`src/rtl/ksa_pkg.sv`:
```
// ---------------------------------------------------------------------------
// ksa_pkg
// Shared definitions for the Kogge-Stone adder/subtractor family.
//   gp_t        : generate/propagate pair carried through the prefix tree
//   ksa_levels  : number of prefix levels for a given operand width
//   ksa_span    : bit distance combined by a given prefix level (1-based)
// ---------------------------------------------------------------------------
package ksa_pkg;

  typedef struct packed {
    logic g;
    logic p;
  } gp_t;

  function automatic int ksa_levels(input int width);
    return $clog2(width);
  endfunction

  // Level k combines each bit with the bit 2^(k-1) positions below it.
  function automatic int ksa_span(input int level);
    return 1 << (level - 1);
  endfunction

endpackage

```
`src/rtl/ksa_prefix_cell.sv`:
```
// ---------------------------------------------------------------------------
// ksa_prefix_cell
// Combinational Kogge-Stone black cell: merges a higher group (hi) with the
// adjacent lower group (lo).
//   i_g_hi, i_p_hi : generate/propagate of the higher group
//   i_g_lo, i_p_lo : generate/propagate of the lower group
//   o_g, o_p       : combined group generate/propagate
// ---------------------------------------------------------------------------
module ksa_prefix_cell
  import ksa_pkg::*;
(
  input  logic i_g_hi,
  input  logic i_p_hi,
  input  logic i_g_lo,
  input  logic i_p_lo,
  output logic o_g,
  output logic o_p
);

  gp_t w_res;

  assign w_res.g = i_g_hi | (i_p_hi & i_g_lo);
  assign w_res.p = i_p_hi & i_p_lo;

  assign o_g = w_res.g;
  assign o_p = w_res.p;

endmodule

```
`src/rtl/ksa_sub_pipe.sv`:
```
// ---------------------------------------------------------------------------
// ksa_sub_pipe
// Pipelined Kogge-Stone subtractor: diff = a - b, evaluated as a + ~b + 1.
// One register stage for g/p generation, one per prefix level, one for the
// output; latency LVLS+2 cycles from accept to out_valid. Full throughput
// when out_ready stays high; a global stall freezes every stage.
//
// Ports
//   clk, rst_n           : clock (rising edge), asynchronous active-low reset
//   in_valid / in_ready  : input handshake for a, b
//   a, b                 : minuend, subtrahend (WIDTH bits)
//   out_valid / out_ready: output handshake for diff, borrow (and ovf)
//   diff                 : a - b mod 2^WIDTH
//   borrow               : 1 when a < b (unsigned)
//   ovf                  : signed overflow, only when KSA_SUB_OVF_EN is defined
//
// Build option: `define KSA_SUB_OVF_EN to add the ovf port and the sign-bit
// pipeline that feeds it.
// ---------------------------------------------------------------------------
module ksa_sub_pipe
  import ksa_pkg::*;
#(
  parameter int WIDTH = 8
)
(
  input  logic             clk,
  input  logic             rst_n,
  input  logic             in_valid,
  output logic             in_ready,
  input  logic [WIDTH-1:0] a,
  input  logic [WIDTH-1:0] b,
  output logic             out_valid,
  input  logic             out_ready,
  output logic [WIDTH-1:0] diff,
  output logic             borrow
`ifdef KSA_SUB_OVF_EN
  ,
  output logic             ovf
`endif
);

  localparam int LVLS = ksa_levels(WIDTH);

  // Stage 0 combinational g/p and the per-level prefix results
  gp_t  [WIDTH-1:0] w_gp0;
  logic [WIDTH-1:0] w_p0;
  gp_t  [WIDTH-1:0] w_gp [1:LVLS];

  // Pipeline registers: index 0 is the g/p stage, LVLS is the last prefix level
  gp_t  [WIDTH-1:0] r_gp   [0:LVLS];
  logic [WIDTH-1:0] r_psum [0:LVLS];
  logic [LVLS:0]    r_vld;

  logic             r_out_valid;
  logic [WIDTH-1:0] r_diff;
  logic             r_borrow;

  logic             w_stall;
  logic [WIDTH-1:0] w_diff;
  logic             w_borrow;
  logic [WIDTH-1:0] w_unused_p;

  assign w_stall  = r_out_valid & ~out_ready;
  assign in_ready = ~w_stall;

  // Stage 0: operate on ~b; the +1 carry-in is folded into bit 0 generate
  assign w_p0 = a ^ ~b;

  for (genvar gi = 0; gi < WIDTH; gi++) begin : g_stage0
    if (gi == 0) begin : g_cin
      assign w_gp0[gi].g = a[gi] | ~b[gi];
    end else begin : g_plain
      assign w_gp0[gi].g = a[gi] & ~b[gi];
    end
    assign w_gp0[gi].p = w_p0[gi];
  end

  // Prefix levels: bits below the span already hold their final group value
  for (genvar gl = 1; gl <= LVLS; gl++) begin : g_level
    localparam int SPAN = ksa_span(gl);
    for (genvar gi = 0; gi < WIDTH; gi++) begin : g_bit
      if (gi >= SPAN) begin : g_cell
        ksa_prefix_cell u_cell (
          .i_g_hi (r_gp[gl-1][gi].g),
          .i_p_hi (r_gp[gl-1][gi].p),
          .i_g_lo (r_gp[gl-1][gi-SPAN].g),
          .i_p_lo (r_gp[gl-1][gi-SPAN].p),
          .o_g    (w_gp[gl][gi].g),
          .o_p    (w_gp[gl][gi].p)
        );
      end else begin : g_pass
        assign w_gp[gl][gi] = r_gp[gl-1][gi];
      end
    end
  end

  // Sum: bit 0 sees the carry-in of 1, higher bits the group carry below them
  assign w_diff[0] = ~r_psum[LVLS][0];
  for (genvar gi = 1; gi < WIDTH; gi++) begin : g_sum
    assign w_diff[gi] = r_psum[LVLS][gi] ^ r_gp[LVLS][gi-1].g;
  end
  assign w_borrow = ~r_gp[LVLS][WIDTH-1].g;

  // Group propagate of the final level has no consumer
  for (genvar gi = 0; gi < WIDTH; gi++) begin : g_unused
    assign w_unused_p[gi] = r_gp[LVLS][gi].p;
  end

  always_ff @(posedge clk or negedge rst_n) begin
    if (!rst_n) begin
      r_vld       <= '0;
      r_out_valid <= 1'b0;
      r_diff      <= '0;
      r_borrow    <= 1'b0;
      for (int l = 0; l <= LVLS; l++) begin
        r_gp[l]   <= '0;
        r_psum[l] <= '0;
      end
    end else if (!w_stall) begin
      r_vld[0]  <= in_valid;
      r_gp[0]   <= w_gp0;
      r_psum[0] <= w_p0;
      for (int l = 1; l <= LVLS; l++) begin
        r_vld[l]  <= r_vld[l-1];
        r_gp[l]   <= w_gp[l];
        r_psum[l] <= r_psum[l-1];
      end
      r_out_valid <= r_vld[LVLS];
      r_diff      <= w_diff;
      r_borrow    <= w_borrow;
    end
  end

  assign out_valid = r_out_valid;
  assign diff      = r_diff;
  assign borrow    = r_borrow;

`ifdef KSA_SUB_OVF_EN
  // Operand sign bits travel alongside the prefix data
  logic [LVLS:0] r_sa;
  logic [LVLS:0] r_sb;
  logic          r_ovf;
  logic          w_ovf;

  assign w_ovf = (r_sa[LVLS] ^ r_sb[LVLS]) & (w_diff[WIDTH-1] ^ r_sa[LVLS]);

  always_ff @(posedge clk or negedge rst_n) begin
    if (!rst_n) begin
      r_sa  <= '0;
      r_sb  <= '0;
      r_ovf <= 1'b0;
    end else if (!w_stall) begin
      r_sa  <= {r_sa[LVLS-1:0], a[WIDTH-1]};
      r_sb  <= {r_sb[LVLS-1:0], b[WIDTH-1]};
      r_ovf <= w_ovf;
    end
  end

  assign ovf = r_ovf;
`endif

endmodule

```
`config.mk`:
```
export PLATFORM = sky130hd
export DESIGN_NAME = ksa_sub_pipe
export DESIGN_NICKNAME = d
export VERILOG_FILES = /design/src/rtl/ksa_pkg.sv /design/src/rtl/ksa_prefix_cell.sv /design/src/rtl/ksa_sub_pipe.sv
export SDC_FILE = /design/constraint.sdc
export NUM_CORES = 1
export LEC_CHECK = 0
export CAP_MARGIN = 0
export CORE_UTILIZATION = 55
export CTS_BUF_LIST = sky130_fd_sc_hd__clkbuf_8
export DETAILED_ROUTE_END_ITERATION = 7
export PLACE_DENSITY = 0.76
export SLEW_MARGIN = 20
export SYNTH_ARGS = -nofsm -noshare
export SYNTH_HDL_FRONTEND = slang
export SYNTH_SLANG_ARGS = --single-unit
```
`constraint.sdc`:
```
create_clock -name clk -period 2.3 [get_ports clk]
set_input_delay 0.345 -clock clk [delete_from_list [all_inputs] [get_ports clk]]
set_output_delay 0.345 -clock clk [all_outputs]
set_load 0.01 [all_outputs]
```
==> flow_metrics.tcl <==
set metrics [dict create \
    ios 31 \
    fin_crit_sh 0.8668 \
    violations "design-rule violations" \
    num_rows 29 \
    remaining_drc_errors 2 \
    drv_cap 0 \
    core_area_mm2 0.006495 \
    grt_pass1_wl_um 10480 \
    leakage_nw 1.948 \
    slew_headroom 0.7572 \
    power_switching_mw 1.639 \
    grt_overflow 0 \
    fin_setup_tns_ns 0 \
    r2r_cells 4 \
    syn_area_mm2 0.003780 \
    final-hold-violation-count 0 \
    instances_no_fill 387 \
    whs_ns 0.4428 \
    cts.sinks 88 \
    cts_buffers 9 \
    diodes 0 \
    maxSlewViolCount 0 \
    die_h_um 84.90 \
    combPwrFrac 0.314 \
    place_ws_ns 0.3412 \
    vias 2130 \
    antenna_found_initial 0 \
    clockPowerShare 0.194 \
    yosysSeqAreaShare 0.5826 \
    crit_family "buffers and inverters" \
    fmax_mhz 501.6 \
    setup_slack_ns 0.3064 \
    cts-resized-gates 0 \
    swShare 0.3017 \
    critPathCaptureType "primary output" \
    postSynthCellCount 273 \
    setup_violations 0 \
    via_per_inst 5.504 \
    status "finished with violations" \
    power_mw 5.432 \
    tightest_slew_ns 0.3641 \
    path_max_fanout 31 \
    fin_nets 334 \
    dieWidth_um 84.90 \
    rsz0062_at_grt "no" \
    grt_max_degree 62 \
    clockBufferDepth 2 \
    final_core_util 0.6692 \
    htree_levels 3 \
    area_delta_synth_final_pct 15.00 \
    placed_cells 371 \
    drive_gt1_frac 0.2452 \
    p_int_mw 3.793 \
    ys_seq_elements 88 \
    die-area_mm2 0.007208 \
    worst-path-stages 2 \
    worstPathArrival_ns 1.65 \
    crit_slowest_cell "clkdlybuf4s50_1" \
    path_buf_inv 2 \
    period_minus_slack_ns 1.994 \
    path_cells "buf_4 > clkdlybuf4s50_1" \
    grt_usage 0.1885 \
    insertion_delay_ns 0.36 \
    p_seq_frac 0.492 \
    detail-route-antenna-nets 0 \
    critPathMaxStageDelay_ns 0.62 \
    initial_core_util 0.5820 \
    place_area_mm2 0.004141 \
    ys_warn_count 0 \
    clock_skew_ns 0.006350 \
    portBuffers 30 \
    cts_root_buffer "clkbuf_8" \
    ys_types 18 \
    critical_path_class "reg2out" \
    min_path_type "in2async" \
    crit_required_ns 1.96 \
    totalWireLength_um 6018 \
    gp_congestion 0.7205 \
    first_pass_iters 6 \
    drt_iter0_markers 142 \
    dpl.hpwl_um 3837 \
    fin_area_mm2 0.004347 \
    cp-start-kind "flop" \
    avgSynthCellArea_um2 13.85 \
    path_clk_slew_ns 0.08 \
    cts_tree "yes" \
    grt_pass1_vias 2170 \
    power_density_mw_per_mm2 1250 \
    syn_nets 301 \
    vdd_ir_drop_max_mv 0.4646 \
    wl_per_cell_um 15.55 \
]
[final timing paths]
path	startpoint	endpoint	slack (ns)
setup / recovery	out_valid	out_valid	0.31
hold / removal	rst_n	r_psum[25]	0.44
setup reg to reg	out_valid	r_gp[63]	0.90
hold reg to reg	r_gp[15]	borrow	0.45
max in group asynchronous	rst_n	r_gp[7]	1.23
min in group clk	r_gp[15]	borrow	0.45
[synthesized netlist by cell type]
library cell | count | area, um2
nor3b_1 | 3 | 22.52
buf_6 | 6 | 67.56
xor2_1 | 7 | 61.31
inv_1 | 8 | 30.03
o21ai_0 | 27 | 135.1
dfrtp_1 | 88 | 2202
and2b_4 | 1 | 10.01
nand2b_1 | 1 | 6.260
nand2_1 | 10 | 37.54
clkbuf_1 | 8 | 30.03
a21oi_1 | 20 | 100.1
mux2_1 | 5 | 56.30
nand3b_1 | 27 | 202.7
buf_2 | 1 | 5.000
mux2_4 | 33 | 495.5
ha_1 | 8 | 100.1
inv_2 | 1 | 3.750
mux2_2 | 19 | 214.0
[metal layers]
layer  vias up  GRT usage  part of all wire
li1       1018          -                 -
met5         -          0                 0
met3        17    0.03016             0.018
met2        29     0.2831              0.46
met1      1066     0.2632              0.49
met4         0     0.1094             0.027
[sequential cells by signal, indices dropped and copies added (netlist names)]
register / cells
r_gp: 43
r_psum: 31
diff: 8
r_vld: 4
borrow: 1
out_valid: 1
[layout make-up]
type | instances | area [um2]
clock buffer | 10 | 137.6
clock inverter | 5 | 57.56
fill | 462 | 2148
inverter | 9 | 33.78
multi-input combinational | 161 | 1441
sequential | 88 | 2202
tap | 77 | 96.34
timing repair buffer | 37 | 377.9
[logic make-up after synthesis]
group	Yosys count	synth area share
flops	88	0.5826
mux	57	0.2026
compound gates	47	0.06223
simple gates	42	0.07382
buf+inv	24	0.03608
fa+ha+maj	8	0.02648
xor+xnor	7	0.01622
[repair_timing]
item                                   4_1_cts  5_1_grt
buffers inserted                             0        0
endpoints found under the hold margin       27        0
hold buffers                                 1        0
[layout by cell type, fill, tap and decap left out]
cell type	synthesis	final
inv_1	8	8
nand3b_1	27	27
clkdlybuf4s50_1	0	29
clkinv_2	0	1
nor3b_1	3	3
mux2_4	33	33
o21ai_0	27	27
nand2_1	10	10
and2b_4	1	1
clkbuf_8	0	10
buf_12	0	2
bufinv_16	0	1
a21oi_1	20	20
ha_1	8	8
nand2b_1	1	1
dlygate4sd3_1	0	1
clkinvlp_4	0	3
dfrtp_1	88	88
buf_4	0	5
inv_2	1	1
mux2_2	19	19
xor2_1	7	7
mux2_1	5	5
[worst register-to-register path, stage by stage (launching register included)]
cell and delay [ns]:
dfrtp_1 0.39, and2b_4 0.18, inv_2 0.07, buf_4 0.30, mux2_1 0.36
[power by group through the flow]
stage | combinational (mW) | clock, mW | sequential, mW
floorplan | 1.27 | 0 | 2.60
CTS | 1.73 | 1.07 | 2.68
finish | 1.70 | 1.05 | 2.67
detailed placement | 1.71 | 0 | 2.71
global route | 1.86 | 1.13 | 2.76
global placement | 1.66 | 0 | 2.68
Power figures use the tool's default switching activity.
